<file path="src/rtl/alu_issue_ctrl_if.sv">
// Request/response handshake plus ALU drive bundle for alu_issue_ctrl.
// Latency: none (wires only).
// Backpressure: req_ready/rsp_ready carry flow control in each direction.
interface alu_issue_ctrl_if;
    logic        req_valid;
    logic        req_ready;
    logic [5:0]  req_funct;
    logic [31:0] req_a;
    logic [31:0] req_b;

    logic [31:0] alu_dataA;
    logic [31:0] alu_dataB;
    logic [5:0]  alu_signal;
    logic        alu_reset;
    logic [31:0] alu_out;

    logic        rsp_valid;
    logic        rsp_ready;
    logic [31:0] rsp_lo;
    logic [31:0] rsp_hi;
    logic        rsp_is_div;
    logic        rsp_err;

    // Controller side: consumes requests and ALU output, drives everything else.
    modport slave (
        input  req_valid, req_funct, req_a, req_b, rsp_ready, alu_out,
        output req_ready, rsp_valid, rsp_lo, rsp_hi, rsp_is_div, rsp_err,
        output alu_dataA, alu_dataB, alu_signal, alu_reset
    );

    // Environment side: issues requests, models the ALU, accepts responses.
    modport master (
        output req_valid, req_funct, req_a, req_b, rsp_ready, alu_out,
        input  req_ready, rsp_valid, rsp_lo, rsp_hi, rsp_is_div, rsp_err,
        input  alu_dataA, alu_dataB, alu_signal, alu_reset
    );
endinterface

</file>
<file path="src/rtl/alu_issue_ctrl.sv">
// Sequences one ALU command at a time (single-cycle ops and the DIVU reset/run/MFHI/MFLO flow).
// Latency: OP_WAIT for single ops, 1 for illegal funct, 1+DIV_WAIT+2*OP_WAIT for DIVU.
// Backpressure: one command in flight; req_ready low until the response handshakes.
module alu_issue_ctrl #(
    parameter int unsigned OP_WAIT  = 1,
    parameter int unsigned DIV_WAIT = 35
) (
    input  logic             clk,
    input  logic             reset,
    alu_issue_ctrl_if.slave  bus
);
    localparam logic [5:0] F_AND  = 6'd36;
    localparam logic [5:0] F_OR   = 6'd37;
    localparam logic [5:0] F_ADD  = 6'd32;
    localparam logic [5:0] F_SUB  = 6'd34;
    localparam logic [5:0] F_SLT  = 6'd42;
    localparam logic [5:0] F_SRL  = 6'd2;
    localparam logic [5:0] F_MFHI = 6'd16;
    localparam logic [5:0] F_MFLO = 6'd18;
    localparam logic [5:0] F_DIVU = 6'd27;

    localparam logic [7:0] OP_M1  = 8'(OP_WAIT - 1);
    localparam logic [7:0] DIV_M1 = 8'(DIV_WAIT - 1);

    typedef enum logic [2:0] {
        S_IDLE, S_EXEC, S_DRST, S_DRUN, S_MFHI, S_MFLO, S_RESP
    } state_t;

    state_t      r_state, w_state;
    logic [7:0]  r_cnt, w_cnt;
    logic        r_req_ready, w_req_ready;
    logic        r_rsp_valid, w_rsp_valid;
    logic [31:0] r_rsp_lo, w_rsp_lo;
    logic [31:0] r_rsp_hi, w_rsp_hi;
    logic        r_rsp_is_div, w_rsp_is_div;
    logic        r_rsp_err, w_rsp_err;
    logic [31:0] r_alu_a, w_alu_a;
    logic [31:0] r_alu_b, w_alu_b;
    logic [5:0]  r_alu_signal, w_alu_signal;
    logic        r_alu_reset, w_alu_reset;
    logic        w_last;
    logic        w_single;

    assign w_last = (r_cnt == 8'd0);

    // Funct codes that complete in one ALU pass (MFHI/MFLO read whatever the ALU holds).
    always_comb begin
        w_single = 1'b0;
        case (bus.req_funct)
            F_AND, F_OR, F_ADD, F_SUB, F_SLT, F_SRL, F_MFHI, F_MFLO: w_single = 1'b1;
            default:                                                 w_single = 1'b0;
        endcase
    end

    // Next state and next value of every registered output.
    always_comb begin
        w_state      = r_state;
        w_cnt        = r_cnt;
        w_rsp_lo     = r_rsp_lo;
        w_rsp_hi     = r_rsp_hi;
        w_rsp_is_div = r_rsp_is_div;
        w_rsp_err    = r_rsp_err;
        w_alu_a      = r_alu_a;
        w_alu_b      = r_alu_b;
        w_alu_signal = r_alu_signal;
        w_alu_reset  = 1'b0;
        case (r_state)
            S_IDLE: begin
                if (bus.req_valid && r_req_ready) begin
                    w_rsp_lo     = '0;
                    w_rsp_hi     = '0;
                    w_rsp_is_div = 1'b0;
                    w_rsp_err    = 1'b0;
                    if (w_single) begin
                        w_state      = S_EXEC;
                        w_cnt        = OP_M1;
                        w_alu_a      = bus.req_a;
                        w_alu_b      = bus.req_b;
                        w_alu_signal = bus.req_funct;
                    end else if (bus.req_funct == F_DIVU) begin
                        w_state      = S_DRST;
                        w_alu_a      = bus.req_a;
                        w_alu_b      = bus.req_b;
                        w_alu_signal = F_DIVU;
                        w_alu_reset  = 1'b1;
                    end else begin
                        // Illegal funct spends one idle EXEC cycle so the response
                        // arrives one cycle after accept; the ALU is never driven.
                        w_state   = S_EXEC;
                        w_cnt     = 8'd0;
                        w_rsp_err = 1'b1;
                    end
                end
            end
            S_EXEC: begin
                if (w_last) begin
                    w_rsp_lo     = r_rsp_err ? 32'd0 : bus.alu_out;
                    w_rsp_hi     = '0;
                    w_state      = S_RESP;
                    w_alu_a      = '0;
                    w_alu_b      = '0;
                    w_alu_signal = F_AND;
                end else begin
                    w_cnt = r_cnt - 8'd1;
                end
            end
            S_DRST: begin
                w_state = S_DRUN;
                w_cnt   = DIV_M1;
            end
            S_DRUN: begin
                if (w_last) begin
                    w_state      = S_MFHI;
                    w_alu_signal = F_MFHI;
                    w_cnt        = OP_M1;
                end else begin
                    w_cnt = r_cnt - 8'd1;
                end
            end
            S_MFHI: begin
                if (w_last) begin
                    w_rsp_hi     = bus.alu_out;
                    w_state      = S_MFLO;
                    w_alu_signal = F_MFLO;
                    w_cnt        = OP_M1;
                end else begin
                    w_cnt = r_cnt - 8'd1;
                end
            end
            S_MFLO: begin
                if (w_last) begin
                    w_rsp_lo     = bus.alu_out;
                    w_rsp_is_div = 1'b1;
                    w_state      = S_RESP;
                    w_alu_a      = '0;
                    w_alu_b      = '0;
                    w_alu_signal = F_AND;
                end else begin
                    w_cnt = r_cnt - 8'd1;
                end
            end
            S_RESP: begin
                if (bus.rsp_ready) w_state = S_IDLE;
            end
            default: w_state = S_IDLE;
        endcase
        w_req_ready = (w_state == S_IDLE);
        w_rsp_valid = (w_state == S_RESP);
    end

    // State and output registers; synchronous reset holds the ALU in reset.
    always_ff @(posedge clk) begin
        if (!reset) begin
            r_state      <= S_IDLE;
            r_cnt        <= '0;
            r_req_ready  <= 1'b0;
            r_rsp_valid  <= 1'b0;
            r_rsp_lo     <= '0;
            r_rsp_hi     <= '0;
            r_rsp_is_div <= 1'b0;
            r_rsp_err    <= 1'b0;
            r_alu_a      <= '0;
            r_alu_b      <= '0;
            r_alu_signal <= F_AND;
            r_alu_reset  <= 1'b1;
        end else begin
            r_state      <= w_state;
            r_cnt        <= w_cnt;
            r_req_ready  <= w_req_ready;
            r_rsp_valid  <= w_rsp_valid;
            r_rsp_lo     <= w_rsp_lo;
            r_rsp_hi     <= w_rsp_hi;
            r_rsp_is_div <= w_rsp_is_div;
            r_rsp_err    <= w_rsp_err;
            r_alu_a      <= w_alu_a;
            r_alu_b      <= w_alu_b;
            r_alu_signal <= w_alu_signal;
            r_alu_reset  <= w_alu_reset;
        end
    end

    assign bus.req_ready  = r_req_ready;
    assign bus.rsp_valid  = r_rsp_valid;
    assign bus.rsp_lo     = r_rsp_lo;
    assign bus.rsp_hi     = r_rsp_hi;
    assign bus.rsp_is_div = r_rsp_is_div;
    assign bus.rsp_err    = r_rsp_err;
    assign bus.alu_dataA  = r_alu_a;
    assign bus.alu_dataB  = r_alu_b;
    assign bus.alu_signal = r_alu_signal;
    assign bus.alu_reset  = r_alu_reset;
endmodule

</file>
<file path="src/flat_wrapper.sv">
// flat-port wrapper written by rule: the top's interface ports become plain ports
module alu_issue_ctrl_flat 
#(
    parameter int unsigned OP_WAIT  = 1,
    parameter int unsigned DIV_WAIT = 35
)
  (clk, reset, bus_req_valid, bus_req_funct, bus_req_a, bus_req_b, bus_rsp_ready, bus_alu_out, bus_req_ready, bus_rsp_valid, bus_rsp_lo, bus_rsp_hi, bus_rsp_is_div, bus_rsp_err, bus_alu_dataA, bus_alu_dataB, bus_alu_signal, bus_alu_reset);
  alu_issue_ctrl_if bus_i ();
  input  logic clk;
  input  logic reset;
  input wire logic [$bits(bus_i.req_valid)-1:0] bus_req_valid;
  input wire logic [$bits(bus_i.req_funct)-1:0] bus_req_funct;
  input wire logic [$bits(bus_i.req_a)-1:0] bus_req_a;
  input wire logic [$bits(bus_i.req_b)-1:0] bus_req_b;
  input wire logic [$bits(bus_i.rsp_ready)-1:0] bus_rsp_ready;
  input wire logic [$bits(bus_i.alu_out)-1:0] bus_alu_out;
  output wire logic [$bits(bus_i.req_ready)-1:0] bus_req_ready;
  output wire logic [$bits(bus_i.rsp_valid)-1:0] bus_rsp_valid;
  output wire logic [$bits(bus_i.rsp_lo)-1:0] bus_rsp_lo;
  output wire logic [$bits(bus_i.rsp_hi)-1:0] bus_rsp_hi;
  output wire logic [$bits(bus_i.rsp_is_div)-1:0] bus_rsp_is_div;
  output wire logic [$bits(bus_i.rsp_err)-1:0] bus_rsp_err;
  output wire logic [$bits(bus_i.alu_dataA)-1:0] bus_alu_dataA;
  output wire logic [$bits(bus_i.alu_dataB)-1:0] bus_alu_dataB;
  output wire logic [$bits(bus_i.alu_signal)-1:0] bus_alu_signal;
  output wire logic [$bits(bus_i.alu_reset)-1:0] bus_alu_reset;
  assign bus_i.req_valid = bus_req_valid;
  assign bus_i.req_funct = bus_req_funct;
  assign bus_i.req_a = bus_req_a;
  assign bus_i.req_b = bus_req_b;
  assign bus_i.rsp_ready = bus_rsp_ready;
  assign bus_i.alu_out = bus_alu_out;
  assign bus_req_ready = bus_i.req_ready;
  assign bus_rsp_valid = bus_i.rsp_valid;
  assign bus_rsp_lo = bus_i.rsp_lo;
  assign bus_rsp_hi = bus_i.rsp_hi;
  assign bus_rsp_is_div = bus_i.rsp_is_div;
  assign bus_rsp_err = bus_i.rsp_err;
  assign bus_alu_dataA = bus_i.alu_dataA;
  assign bus_alu_dataB = bus_i.alu_dataB;
  assign bus_alu_signal = bus_i.alu_signal;
  assign bus_alu_reset = bus_i.alu_reset;
  alu_issue_ctrl #(.OP_WAIT(OP_WAIT), .DIV_WAIT(DIV_WAIT)) u_core (.clk(clk), .reset(reset), .bus(bus_i));
endmodule
</file>
<file path="config.mk">
export PLATFORM = sky130hd
export DESIGN_NAME = alu_issue_ctrl_flat
export DESIGN_NICKNAME = d
export VERILOG_FILES = /design/src/rtl/alu_issue_ctrl_if.sv /design/src/rtl/alu_issue_ctrl.sv /design/src/flat_wrapper.sv
export SDC_FILE = /design/constraint.sdc
export NUM_CORES = 1
export LEC_CHECK = 0
export BUFFER_PORTS_ARGS = -buffer_cell sky130_fd_sc_hd__buf_2
export CAP_MARGIN = 10
export CORE_ASPECT_RATIO = 0.8
export CORE_UTILIZATION = 50
export CTS_CLUSTER_DIAMETER = 200
export CTS_CLUSTER_SIZE = 25
export DETAILED_ROUTE_END_ITERATION = 6
export PLACE_DENSITY = 0.81
export SLEW_MARGIN = 10
export SYNTH_ARGS = -nofsm -noshare
export SYNTH_HDL_FRONTEND = slang
export SYNTH_SLANG_ARGS = --single-unit
</file>
<file path="constraint.sdc">
create_clock -name clk -period 5 [get_ports clk]
set_input_delay 0.25 -clock clk [delete_from_list [all_inputs] [get_ports clk]]
set_output_delay 0.25 -clock clk [all_outputs]
set_load 0.01 [all_outputs]
</file>
==> results of run 1 <==
placed cells by master (no fill, tap or decap), types with 3 or more instances in the layout:
master	n
inv_1	8
clkbuf_8	3
or3_1	4
dfxtp_1	150
clkinv_4	4
nand3_1	68
nand2_1	17
nand2b_1	3
a31oi_1	3
o32ai_1	3
clkbuf_16	17
buf_2	243
o211ai_1	66
nor4_1	4
buf_4	10
a22oi_1	65
o21ai_0	31
a211oi_1	4
or4_1	3
o21ai_1	41
bufinv_16	3
a21oi_1	14
nor3_1	6
nor2_1	79
critical path, delay by kind of cell (launching register included):
kind                   cells  cell delay, ps
buffers and inverters      1             610
AND/OR/NAND/NOR            3            1200
AO/OA/AOI/OAI              2             260
flip-flops                 1             580
per-stage QoR:
step                cell area, um2  power, W  hold slack, ps  std cells  utilization
floorplan                     5980   0.00278             394        677            -
global placement              7200   0.00327             458       1010        0.620
detailed placement            7200   0.00328             457       1010        0.620
CTS                           7830   0.00464            66.3       1042        0.675
global route                  7830   0.00490            69.1       1042        0.675
finish                        7830   0.00463            77.7       1042        0.675
cell usage after synthesis (3+ instances only):
cell      count
nor2_1       80
o211ai_1     66
nand2b_1      4
nand3_1      68
a21oi_1      15
o32ai_1       3
nor3_1        6
buf_6         4
o21ai_1      42
nand2_1      17
nor4_1        4
a211oi_1      4
or3_1         4
buf_4         3
dfxtp_1     150
inv_1         8
clkbuf_1     55
buf_2         6
a31oi_1       3
or4_1         3
a22oi_1      65
o21ai_0      31
power breakdown:
group	leakage [nW]	switching, W	internal [W]
Clock	0.309	0.000512	0.000835
Combinational	1.94	0.00115	0.000548
Sequential	1.21	0.000153	0.00143
Total	3.46	0.00181	0.00282
cells by family after synthesis:
family / count (synthesis) / synth area share
muxes: 2 / 0.00544
DFF: 150 / 0.502
buffers and inverters: 77 / 0.0565
and+or+nand+nor: 203 / 0.163
adders and majority gates: 1 / 0.00209
AOI/OAI and AO/OA: 244 / 0.271
flip-flops by register name, indices dropped and copies added, names as in the netlist:
register	flops
u_core.bus.alu_dataB	32
u_core.bus.alu_signal	6
u_core.bus.rsp_hi	32
u_core.bus.alu_reset	1
u_core.bus.rsp_valid	1
u_core.bus.rsp_lo	32
u_core.bus.req_ready	1
u_core.bus.rsp_err	1
u_core.r_state	3
u_core.bus.rsp_is_div	1
u_core.r_cnt	8
u_core.bus.alu_dataA	32
layer usage:
metal,vias up,track usage
met4,0,0.132
met1,2795,0.350
met3,50,0.0549
met2,230,0.409
met5,-,0
li1,2913,-
cell type report:
type                            count  area (um2)
Fill cell                         969        3780
Sequential cell                   150        3000
Multi-Input combinational cell    450        2680
Timing Repair Buffer              253        1290
Clock buffer                       20         467
Tap cell                          148         185
Clock inverter                     12         166
Inverter                            9        33.8
worst paths after layout:
check | start | endpoint | slack, ps | cells after the start
max reg2reg | u_core.r_state[2] | u_core.bus.alu_dataB[7] | 2240 | 6
min | bus_req_a[27] | u_core.bus.alu_dataA[27] | 80 | 3
max | u_core.r_state[2] | u_core.bus.alu_dataB[7] | 2240 | 6
min reg2reg | u_core.bus.alu_signal[0] | u_core.bus.alu_signal[0] | 480 | 2
==> summary.txt, run 1 <==
Run status
  • Status: completed

Clock tree
  • # resized after CTS: 0
  • H-tree lvl count: 4
  • CTS Buf Count: 17
  • Post-CTS Hold Fix Bufs: 0
  • CTS root buf: clkbuf_16
  • Clock Sinks: 150
  • CTS tree: done
  • Max Root-Sink Buffers: 2
  • Clock-pin slew on the worst setup and hold paths: 70 ps
  • Setup bufs post-CTS: 0
  • Clock latency on the worst-skew pair: 410 ps

Setup path
  • Cell-by-cell trace of the critical path: or3_1 > nor2_1 > nor2_4 > buf_4 > o211ai_1 > o21ai_1
  • Crit Path Category: register to register
  • Req. time, crit path: 5340 ps
  • Maximum fanout along the worst path: 52
  • Type of origin of the critical path: register
  • Endpoint type of the worst setup path: register
  • Critical path data arrival time: 3100 ps
  • CP max stage cell: nor2_4
  • Crit path largest cell delay: 870 ps

Worst hold path
  • Hold crit path type: input port to register

Yosys
  • Cells taking the most area after synthesis: dfxtp_1 50%, o211ai_1 8.3%, a22oi_1 8.2%
  • Yosys top cell by area: dfxtp_1
  • Syn Nets: 784
  • Synth Instances: 677
  • Unique masters post-synth: 51
  • Main synth FF type: dfxtp_1
  • Synth Warn #: 0
  • Post-Syn Area: 0.00598 mm2
  • Mean Syn Cell Area: 8.84 um2
  • Sequential-to-total area share from yosys stat: 0.502
  • Flops & latches, synth: 150
  • FFs w/ async S/R, synth: 0
  • Post-synth EDFFs: 0
  • Yosys top cell area share: 0.502

Route
  • Antenna-violating nets left: 0
  • Top layer in use: met4
  • Post-DR vias/cell: 5.75
  • DRC viols: 0
  • Drt initial violations: 448
  • M1 wire length: 7.35 mm
  • Final WL: 16.6 mm
  • Met3 Routed Length: 860 um
  • DR vias: 5988
  • Wire length per cell: 16.0 um
  • Met2 wire length: 7.79 mm
  • First-pass detailed-route iteration total: 5

Final layout
  • Diode count: 0
  • Layout cell share with drive strength beyond 1: 0.338
  • Nets: 988
  • Area Growth Syn to Fin: 30.8%

STA
  • Final hold vios: 0
  • Rel. slew slack: 0.270
  • RSZ-0062 raised after global routing: no
  • Period Utilization, post-route: 0.552
  • Final worst setup slack: 2240 ps
  • Post-route minimum period: 2760 ps
  • Final slew viol count: 0
  • Fmax: 0.362 GHz
  • Slew at the pin with the worst max-slew slack: 1090 ps
  • Setup violators final: 0
  • Worst clock skew: 9.08 ps
  • Setup_tns: 0 ps

Pwr
  • PD cells: 591 mW/mm2
  • Worst VDD drop: 0.292 mV
  • P_leak: 3.46 nW

Global routing
  • Global-route wire length before repair: 26.9 mm
  • Initial antenna violation count: 0
  • Total global routing track utilization: 0.263
  • Largest net degree at the start of global routing: 79
  • Vias in the first global route: 5345
  • Overflow after GRT: 0

Placed design
  • Placer Congestion: 0.799
  • Post-DP HPWL: 10.8 mm
  • Setup Slack @ Placement: 2270 ps
  • Port bufs: 244

Die
  • Ports: 245
  • Core footprint: 0.0116 mm2
  • Die width: 124 um
  • # rows: 35
  • Starting density of the core: 0.516
  • Die span in y: 99.8 um
  • Die ar.: 0.0124 mm2

Job
  • MaxCap Viol Count: 0
No activity file was read; power rests on OpenSTA's default activity.
==> run 2: changes to the inputs <==
Settings changed: CORE_UTILIZATION 50 to 48, PLACE_DENSITY 0.81 to 0.78.
Clock period 5 ns to 2.6 ns, I/O delays scaled along.
==> summary.txt, run 2 (same netlist as run 1, synthesis figures left out) <==
Final layout
  • Most common cell after layout, fill and taps aside: buf_2
  • Design area: 0.00888 mm2
  • Area Growth Syn to Fin: 48.4%
  • Most frequent cells in the layout: 243 x buf_2, 150 x dfxtp_1, 95 x dlygate4sd3_1
  • Layout cell share with drive strength beyond 1: 0.308
  • Fillers: 849
  • Nets: 1089
  • Diode count: 0

Route
  • Antenna-violating nets left: 0
  • Final WL: 18.9 mm
  • Wire length per cell: 16.5 um
  • Post-DR vias/cell: 5.70
  • DR vias: 6532
  • First-pass detailed-route iteration total: 6
  • Drt initial violations: 491
  • DRC viols: 0

STA
  • Worst clock skew: 11.0 ps
  • Setup_tns: 0 ps
  • Setup violators final: 0
  • Rel. slew slack: 0.552
  • Fmax: 0.435 GHz
  • Post-route minimum period: 2300 ps
  • Slew at the pin with the worst max-slew slack: 672 ps
  • RSZ-0062 raised after global routing: no
  • Final hold vios: 0
  • Period Utilization, post-route: 0.885
  • Final slew viol count: 0
  • Hold Worst Slack: 31.2 ps

Setup path
  • Crit Path Category: register to register
  • Endpoint type of the worst setup path: register
  • Type of origin of the critical path: register
  • Req. time, crit path: 2890 ps
  • Maximum fanout along the worst path: 96
  • Critical path data arrival time: 2590 ps

Die
  • Die ar.: 0.0129 mm2
  • Die width: 127 um
  • Core footprint: 0.0122 mm2
  • Starting density of the core: 0.492
  • Ports: 245
  • # rows: 36
  • Die span in y: 102 um

Global routing
  • Initial antenna violation count: 0
  • Total global routing track utilization: 0.284
  • Largest net degree at the start of global routing: 99
  • Global-route wire length before repair: 29.4 mm
  • Vias in the first global route: 5889
  • Overflow after GRT: 0

Clock tree
  • CTS Buf Count: 17
  • CTS root buf: clkbuf_16
  • Post-CTS Hold Fix Bufs: 95
  • Setup bufs post-CTS: 0
  • CTS tree: done
  • Clock-pin slew on the worst setup and hold paths: 60 ps
  • Max Root-Sink Buffers: 2
  • H-tree lvl count: 4
  • Clock Sinks: 150
  • Clock latency on the worst-skew pair: 410 ps
  • # resized after CTS: 0

Job
  • MaxCap Viol Count: 0

Placed design
  • Post-DP HPWL: 10.9 mm
  • Placer Congestion: 0.892
  • DP Area: 0.00733 mm2
  • Port bufs: 244

Worst hold path
  • Hold crit path type: input port to register

Pwr
  • PD cells: 1030 mW/mm2
  • Worst VDD drop: 0.599 mV
  • P_leak: 3.89 nW
  • Total power: 0.00917 W

Run status
  • Status: completed
==> run 2: where the power goes <==
| part | switching, W | leakage [nW] | internal [W] |
|---|---|---|---|
| combinational | 0.00231 | 2.39 | 0.00130 |
| clock | 0.000957 | 0.285 | 0.00156 |
| sequential | 0.000284 | 1.21 | 0.00276 |
| total | 0.00356 | 3.89 | 0.00562 |
==> run 2: final timing paths <==
kind	cells past startpoint	endpoint	start	slack (ps)
worst max-delay path	8	u_core.bus.alu_dataB[5]	u_core.r_cnt[0]	300
worst min-delay path	3	u_core.bus.rsp_lo[15]	bus_alu_out[15]	30
worst max register to register	8	u_core.bus.alu_dataB[5]	u_core.r_cnt[0]	300
worst min register to register	2	u_core.bus.alu_signal[5]	u_core.bus.alu_signal[5]	480
==> run 2: layer usage <==
metal / vias to the layer above / share of wire / wire [um] / track usage
li1: 3125 / - / - / -
met1: 3067 / 0.42 / 8000 / 0.355
met2: 290 / 0.49 / 9230 / 0.470
met3: 50 / 0.059 / 1110 / 0.0712
met4: 0 / 0.032 / 605 / 0.127
met5: - / 0 / 0 / 0
==> run 2: metrics by stage <==
step,utilization,setup WS (ps),instances
after floorplan,-,551,677
after global placement,0.602,459,1020
after detailed placement,0.602,394,1020
after CTS,0.730,362,1146
after global routing,0.730,182,1146
final,0.730,300,1146
==> run 2: worst max-delay path, cell delays in order, from the launching register on <==
cell	delay, ps
dfxtp_1	300
inv_1	80
ha_1	200
or3b_2	530
nor3_4	310
nor2_4	60
buf_12	220
o211ai_1	270
o21ai_1	120
==> run 2: layout make-up <==
type	instances	area (um2)	area share
clock buffer	20	457	0.0514
clock inverter	11	148	0.0166
inverter	9	33.8	0.00380
multi-input combinational	450	2680	0.301
sequential	150	3000	0.338
tap	152	190	0.0214
timing repair buffer	354	2370	0.267
